File: config.mk
export PLATFORM = sky130hd
export DESIGN_NAME = hex_loader_flat
export DESIGN_NICKNAME = d
export VERILOG_FILES = /design/src/rtl/hex_loader_if.sv /design/src/rtl/hex_loader.sv /design/src/flat_wrapper.sv
export SDC_FILE = /design/constraint.sdc
export NUM_CORES = 1
export LEC_CHECK = 0
export CAP_MARGIN = 15
export CORE_MARGIN = 2
export CORE_UTILIZATION = 40
export DETAILED_ROUTE_END_ITERATION = 8
export PLACE_DENSITY = 0.66
export REMOVE_ABC_BUFFERS = 1
export SLEW_MARGIN = 10
export SYNTH_ARGS = -nofsm -noshare
export SYNTH_HDL_FRONTEND = slang
export SYNTH_SLANG_ARGS = --single-unit
File: constraint.sdc
create_clock -name clk -period 3.15 [get_ports clk]
set_clock_uncertainty 0.15 [all_clocks]
set_input_delay 0.4725 -clock clk [delete_from_list [all_inputs] [get_ports clk]]
set_output_delay 0.4725 -clock clk [all_outputs]
set_load 0.05 [all_outputs]
File: src/rtl/hex_loader_if.sv
// Bus bundle for hex_loader: UART line in, BRAM write port and status pulses out.
interface hex_loader_if #(
    parameter int ADDR_W = 8
);
    logic              rx;
    logic              wr_en;
    logic [ADDR_W-1:0] wr_addr;
    logic [7:0]        wr_data;
    logic              line_done;
    logic              err;
    logic              frame_err;
    logic              busy;

    // Loader side: consumes the serial line, drives the write port.
    modport master (
        input  rx,
        output wr_en, wr_addr, wr_data, line_done, err, frame_err, busy
    );

    // Host / memory side: drives the serial line, receives writes.
    modport slave (
        output rx,
        input  wr_en, wr_addr, wr_data, line_done, err, frame_err, busy
    );
endinterface

File: src/rtl/hex_loader.sv
// UART 8N1 receiver feeding an ASCII hex-record parser ("$AA#DDDD..\r").
// Each complete hex byte pair becomes a one-cycle BRAM write with an
// auto-incrementing 8-bit address.
module hex_loader #(
    parameter int CLK_DIV = 208,
    parameter int ADDR_W  = 8
) (
    input  logic         clk,
    input  logic         reset_n,
    hex_loader_if.master bus
);
    localparam int CNT_W = $clog2(CLK_DIV);
    localparam logic [CNT_W-1:0] FULL_M1 = CNT_W'(CLK_DIV - 1);
    localparam logic [CNT_W-1:0] HALF_M1 = CNT_W'(CLK_DIV / 2 - 1);

    localparam logic [7:0] CH_DOLLAR = 8'h24;
    localparam logic [7:0] CH_HASH   = 8'h23;
    localparam logic [7:0] CH_SPACE  = 8'h20;
    localparam logic [7:0] CH_LF     = 8'h0A;
    localparam logic [7:0] CH_CR     = 8'h0D;

    typedef enum logic [1:0] {R_IDLE, R_START, R_DATA, R_STOP} rx_state_e;
    typedef enum logic [2:0] {P_IDLE, P_ADDR_HI, P_ADDR_LO, P_SEP,
                              P_DATA_HI, P_DATA_LO} p_state_e;

    // ---------------- receiver ----------------
    logic            rx_s1_q, rx_s2_q, rx_prev_q;
    rx_state_e       rstate_q;
    logic [CNT_W-1:0] baud_q;
    logic [2:0]      bit_q;
    logic [7:0]      shift_q;
    logic            byte_stb_q;
    logic            ferr_stb_q;

    // Two-flop synchroniser plus one delayed copy for falling-edge detection.
    always_ff @(posedge clk or negedge reset_n) begin
        if (!reset_n) begin
            rx_s1_q   <= 1'b1;
            rx_s2_q   <= 1'b1;
            rx_prev_q <= 1'b1;
        end else begin
            rx_s1_q   <= bus.rx;
            rx_s2_q   <= rx_s1_q;
            rx_prev_q <= rx_s2_q;
        end
    end

    // Bit-timing FSM: centre-samples start, 8 data bits LSB first, stop.
    always_ff @(posedge clk or negedge reset_n) begin
        if (!reset_n) begin
            rstate_q   <= R_IDLE;
            baud_q     <= '0;
            bit_q      <= '0;
            shift_q    <= '0;
            byte_stb_q <= 1'b0;
            ferr_stb_q <= 1'b0;
        end else begin
            byte_stb_q <= 1'b0;
            ferr_stb_q <= 1'b0;
            case (rstate_q)
                R_IDLE: begin
                    baud_q <= '0;
                    bit_q  <= '0;
                    if (rx_prev_q && !rx_s2_q) rstate_q <= R_START;
                end
                R_START: begin
                    if (baud_q == HALF_M1) begin
                        baud_q   <= '0;
                        // A line already back high at mid-bit is a glitch.
                        rstate_q <= rx_s2_q ? R_IDLE : R_DATA;
                    end else begin
                        baud_q <= baud_q + 1'b1;
                    end
                end
                R_DATA: begin
                    if (baud_q == FULL_M1) begin
                        baud_q  <= '0;
                        shift_q <= {rx_s2_q, shift_q[7:1]};
                        bit_q   <= bit_q + 1'b1;
                        if (bit_q == 3'd7) rstate_q <= R_STOP;
                    end else begin
                        baud_q <= baud_q + 1'b1;
                    end
                end
                R_STOP: begin
                    if (baud_q == FULL_M1) begin
                        baud_q     <= '0;
                        byte_stb_q <= rx_s2_q;
                        ferr_stb_q <= !rx_s2_q;
                        rstate_q   <= R_IDLE;
                    end else begin
                        baud_q <= baud_q + 1'b1;
                    end
                end
                default: rstate_q <= R_IDLE;
            endcase
        end
    end

    // ---------------- hex decode ----------------
    logic       is_hex_d;
    logic [3:0] nib_d;

    // ASCII hex digit to nibble; is_hex_d flags a valid digit.
    always_comb begin
        is_hex_d = 1'b0;
        nib_d    = 4'h0;
        if (shift_q >= 8'h30 && shift_q <= 8'h39) begin
            is_hex_d = 1'b1;
            nib_d    = shift_q[3:0];
        end else if ((shift_q >= 8'h41 && shift_q <= 8'h46) ||
                     (shift_q >= 8'h61 && shift_q <= 8'h66)) begin
            is_hex_d = 1'b1;
            nib_d    = shift_q[3:0] + 4'd9;
        end
    end

    // ---------------- parser ----------------
    p_state_e          pstate_q;
    logic [7:0]        addr_q;
    logic [3:0]        hi_q;
    logic              wr_en_q;
    logic [ADDR_W-1:0] wr_addr_q;
    logic [7:0]        wr_data_q;
    logic              err_q, line_done_q, frame_err_q, busy_q;

    // Record parser; all outputs registered one cycle after the byte strobe.
    always_ff @(posedge clk or negedge reset_n) begin
        if (!reset_n) begin
            pstate_q    <= P_IDLE;
            addr_q      <= '0;
            hi_q        <= '0;
            wr_en_q     <= 1'b0;
            wr_addr_q   <= '0;
            wr_data_q   <= '0;
            err_q       <= 1'b0;
            line_done_q <= 1'b0;
            frame_err_q <= 1'b0;
            busy_q      <= 1'b0;
        end else begin
            wr_en_q     <= 1'b0;
            err_q       <= 1'b0;
            line_done_q <= 1'b0;
            frame_err_q <= ferr_stb_q;
            busy_q      <= (pstate_q != P_IDLE);
            if (byte_stb_q) begin
                if (shift_q == CH_DOLLAR) begin
                    // Resync: any half-built byte is silently dropped.
                    pstate_q <= P_ADDR_HI;
                end else begin
                    case (pstate_q)
                        P_IDLE: ;
                        P_ADDR_HI: begin
                            if (is_hex_d) begin
                                addr_q[7:4] <= nib_d;
                                pstate_q    <= P_ADDR_LO;
                            end else begin
                                err_q    <= 1'b1;
                                pstate_q <= P_IDLE;
                            end
                        end
                        P_ADDR_LO: begin
                            if (is_hex_d) begin
                                addr_q[3:0] <= nib_d;
                                pstate_q    <= P_SEP;
                            end else begin
                                err_q    <= 1'b1;
                                pstate_q <= P_IDLE;
                            end
                        end
                        P_SEP: begin
                            if (shift_q == CH_HASH) begin
                                pstate_q <= P_DATA_HI;
                            end else begin
                                err_q    <= 1'b1;
                                pstate_q <= P_IDLE;
                            end
                        end
                        P_DATA_HI: begin
                            if (is_hex_d) begin
                                hi_q     <= nib_d;
                                pstate_q <= P_DATA_LO;
                            end else if (shift_q == CH_SPACE || shift_q == CH_LF) begin
                                pstate_q <= P_DATA_HI;
                            end else if (shift_q == CH_CR) begin
                                line_done_q <= 1'b1;
                                pstate_q    <= P_IDLE;
                            end else begin
                                err_q    <= 1'b1;
                                pstate_q <= P_IDLE;
                            end
                        end
                        P_DATA_LO: begin
                            if (is_hex_d) begin
                                wr_en_q   <= 1'b1;
                                wr_addr_q <= ADDR_W'(addr_q);
                                wr_data_q <= {hi_q, nib_d};
                                addr_q    <= addr_q + 8'd1;
                                pstate_q  <= P_DATA_HI;
                            end else begin
                                err_q    <= 1'b1;
                                pstate_q <= P_IDLE;
                            end
                        end
                        default: pstate_q <= P_IDLE;
                    endcase
                end
            end
        end
    end

    assign bus.wr_en     = wr_en_q;
    assign bus.wr_addr   = wr_addr_q;
    assign bus.wr_data   = wr_data_q;
    assign bus.line_done = line_done_q;
    assign bus.err       = err_q;
    assign bus.frame_err = frame_err_q;
    assign bus.busy      = busy_q;
endmodule
File: src/flat_wrapper.sv
// flat-port wrapper written by rule: the top's interface ports become plain ports
module hex_loader_flat 
#(
    parameter int CLK_DIV = 208,
    parameter int ADDR_W  = 8
)
  (clk, reset_n, bus_rx, bus_wr_en, bus_wr_addr, bus_wr_data, bus_line_done, bus_err, bus_frame_err, bus_busy);
  hex_loader_if #(.ADDR_W(ADDR_W)) bus_i ();
  input  logic clk;
  input  logic reset_n;
  input wire logic [$bits(bus_i.rx)-1:0] bus_rx;
  output wire logic [$bits(bus_i.wr_en)-1:0] bus_wr_en;
  output wire logic [$bits(bus_i.wr_addr)-1:0] bus_wr_addr;
  output wire logic [$bits(bus_i.wr_data)-1:0] bus_wr_data;
  output wire logic [$bits(bus_i.line_done)-1:0] bus_line_done;
  output wire logic [$bits(bus_i.err)-1:0] bus_err;
  output wire logic [$bits(bus_i.frame_err)-1:0] bus_frame_err;
  output wire logic [$bits(bus_i.busy)-1:0] bus_busy;
  assign bus_i.rx = bus_rx;
  assign bus_wr_en = bus_i.wr_en;
  assign bus_wr_addr = bus_i.wr_addr;
  assign bus_wr_data = bus_i.wr_data;
  assign bus_line_done = bus_i.line_done;
  assign bus_err = bus_i.err;
  assign bus_frame_err = bus_i.frame_err;
  assign bus_busy = bus_i.busy;
  hex_loader #(.CLK_DIV(CLK_DIV), .ADDR_W(ADDR_W)) u_core (.clk(clk), .reset_n(reset_n), .bus(bus_i));
endmodule
==> flow_metrics.tcl <==
set metrics [dict create \
    clock_path_buffers 2 \
    vias_per_cell 5.39 \
    cts_setup_buffers 0 \
    period_minus_slack_ns 2.55 \
    reg2reg_slack_ns 0.60 \
    ir_drop_v 0.000222 \
    internal-power_w 0.00118 \
    syn-cell-area_um2 3080 \
    startpoint "u_core.shift_q[0]" \
    synth_top_family_by_area "compound AO/OA/AOI/OAI gates" \
    dp_cells 383 \
    fmax_mhz 392 \
    wl_per_cell_um 14.6 \
    synthAdderAreaFrac 0.0325 \
    crit_path_start_kind "flip-flop" \
    power_w 0.00150 \
    stdcell_count 399 \
    core_um2 7370 \
    status "complete, no violations" \
    power.leakage_nw 1.60 \
    crit_arrival_ns 2.62 \
    setup_viol 0 \
    seq_power_share 0.540 \
    rsz0062_at_grt "false" \
    tns_ns 0 \
    h-tree-depth 3 \
    critical_path_class "reg2reg" \
    diodes 0 \
    max_slew_margin 0.544 \
    drt_iter0_drc 113 \
    cts_made_buffers 9 \
    grt_first_pass_wirelength_um 9890 \
    hp-class "in2async" \
    drt-total-wl_um 5810 \
    maxCapViolCount 0 \
    power.density_nw_per_um2 418 \
    crit_end "u_core.bus.wr_addr[0]" \
    cp_slowest_cell "dfrtp_1" \
    synth_compound_area_frac 0.152 \
    critical_path_required_ns 3.22 \
    clkTransAtPathRegs_ns 0.06 \
    cp_max_fo 17 \
    area_growth_pct 16.5 \
    slew_violations 0 \
    die_w_um 91.7 \
    vias 2151 \
    synthArstFlopShare 1.00 \
    r2r_end "u_core.bus.wr_addr[0]" \
    grt_max_degree 34 \
    r2r_cells 7 \
    antenna_found_initial 0 \
    comb_power_share 0.022 \
    finalHoldViolations 0 \
    cts_tree "built" \
    p_clk_frac 0.438 \
    ys_types 54 \
    firstDrtPassIters 4 \
    r2r_start "u_core.shift_q[0]" \
    hold_ws_ns 0.0214 \
    dp_hpwl_um 4000 \
    clock_latency_ns 0.34 \
    synth-edff-count 0 \
    cts-root-buf "clkbuf_8" \
    syn_area_per_cell_um2 11.5 \
    yosys.area_share.simple 0.150 \
    drcViolationCount 0 \
    port_buffers 23 \
    yosysWarnings 0 \
    synth-seq-area-share 0.505 \
    synth-xor-area-share 0.0142 \
    path_cells "inv_1, ha_1, o21bai_1, a21oi_1, a21o_4, nand3_4, mux2_4" \
    swShare 0.215 \
    period_share 0.809 \
    end_kind "flip-flop" \
    drive_gt1_frac 0.190 \
    synth_ff_type "dfrtp_1" \
    overflow 0 \
    ys_ff_latch 62 \
    grt.total_usage 0.148 \
    die-area_um2 8410 \
    worst_slew_pin_slew_ns 0.684 \
    setup_ws_ns 0.602 \
    start_util 0.417 \
    synth_mux_area_frac 0.117 \
    dieHeight_um 91.7 \
    cts_hold_buf 0 \
    gp_congestion 0.814 \
    final_antenna_net_count 0 \
    max_stage_delay_ns 0.44 \
    dpl_worst_slack_ns 0.632 \
    num_io_pins 24 \
    syn_inst 268 \
    grt_pass1_vias 2078 \
    numClockSinks 62 \
    fp-row-count 31 \
    post_cts_resized 0 \
    p_switching_w 0.000321 \
    layout.nets 306 \
]
## state kept, by name (all words and copies together), names as in the netlist, 3 cells and up, named ones only
| signal | count |
|---|---|
| u_core.pstate_q | 3 |
| u_core.bus.wr_addr | 8 |
| u_core.addr_q | 8 |
| u_core.bus.wr_data | 8 |
| u_core.hi_q | 4 |
| u_core.bit_q | 3 |
| u_core.shift_q | 8 |
| u_core.baud_q | 8 |
## worst min-delay path by stage
stage	startpoint	end	slack, ns	cells past startpoint
2_1_floorplan	reset_n	async pin	0.03	0
3_3_place_gp	u_core.ferr_stb_q	u_core.bus.frame_err	0.18	0
3_5_place_dp	u_core.ferr_stb_q	u_core.bus.frame_err	0.19	0
4_1_cts	reset_n	u_core.pstate_q[1]	0.05	1
5_1_grt	reset_n	u_core.pstate_q[1]	0.08	1
6_report	reset_n	u_core.pstate_q[1]	0.02	1
## cell usage in the layout (no fill, tap or decap), types with 4 or more instances in the layout
cell type | synthesis | layout
mux2_4 | 9 | 9
nor2_1 | 17 | 17
mux2_2 | 20 | 20
dfrtp_1 | 59 | 59
nand2_1 | 17 | 17
clkdlybuf4s50_1 | 0 | 22
clkbuf_8 | 0 | 9
o21a_1 | 4 | 4
nand3_1 | 11 | 11
inv_1 | 10 | 10
a31oi_1 | 5 | 5
nor3_1 | 6 | 6
o21ai_0 | 6 | 6
ha_1 | 8 | 8
a21oi_1 | 13 | 13
nor4_1 | 4 | 4
and3_1 | 4 | 4
## kinds of logic after synthesis
logic type	after synthesis
AO/OA/AOI/OAI	62
AND/OR/NAND/NOR	83
multiplexers	29
XOR/XNOR	5
buffers and inverters	19
flip-flops	62
adder cells (fa/ha/maj)	8
## Yosys cell counts (3+ instances only)
master | number | area share
xnor2_1 | 3 | 0.0085
a22o_1 | 3 | 0.0085
a211oi_1 | 3 | 0.0073
and3_1 | 4 | 0.0081
mux2_4 | 9 | 0.044
ha_1 | 8 | 0.033
a21oi_1 | 13 | 0.021
nand4b_1 | 3 | 0.0085
o21ai_0 | 6 | 0.0098
o21a_1 | 4 | 0.0098
clkbuf_1 | 5 | 0.0061
dfrtp_1 | 59 | 0.48
mux2_2 | 20 | 0.073
nand4_1 | 3 | 0.0061
inv_1 | 10 | 0.012
nor2b_1 | 3 | 0.0061
dfstp_2 | 3 | 0.026
nand2b_1 | 3 | 0.0061
o2bb2ai_1 | 3 | 0.0085
nor3b_1 | 3 | 0.0073
a31oi_1 | 5 | 0.010
nor4_1 | 4 | 0.0081
nor3_1 | 6 | 0.0098
a21o_1 | 3 | 0.0073
nand3_1 | 11 | 0.018
nand2_1 | 17 | 0.021
nor2_1 | 17 | 0.021
## metrics by stage
step	utilization	instance area (um2)
2_1_floorplan	-	3030
3_3_place_gp	0.462	3400
3_5_place_dp	0.462	3400
4_1_cts	0.486	3580
5_1_grt	0.486	3580
6_report	0.486	3580
## metal layers
metal,share of wire,GRT usage,up-vias
li1,-,-,1048
met2,0.45,0.222,44
met3,0.033,0.0427,8
met4,0.012,0.0597,0
met5,0,0,-
met1,0.51,0.202,1051
## layout make-up
class / count / area, um2
Sequential cell: 62 / 1560
Inverter: 10 / 37.5
Tap cell: 99 / 124
Fill cell: 678 / 3780
Clock buffer: 12 / 135
Clock inverter: 4 / 47.5
Multi-Input combinational cell: 187 / 1430
Timing Repair Buffer: 25 / 253
## critical path, delay by kind of cell, from the launching register on
kind / cells / cell delay (ns)
compound gates: 3 / 0.67
flops: 1 / 0.44
mux: 1 / 0.40
fa+ha+maj: 1 / 0.33
simple gates: 1 / 0.28
buf+inv: 1 / 0.15
## power by group through the flow
stage / registers, W / logic, W / clock network (W)
3_3_place_gp: 0.000823 / 0.0000345 / 0
3_5_place_dp: 0.000823 / 0.0000356 / 0
4_1_cts: 0.000808 / 0.0000357 / 0.000680
6_report: 0.000809 / 0.0000335 / 0.000655
5_1_grt: 0.000809 / 0.0000400 / 0.000710
2_1_floorplan: 0.000822 / 0.0000115 / 0
(Power assumes the default switching activity.)
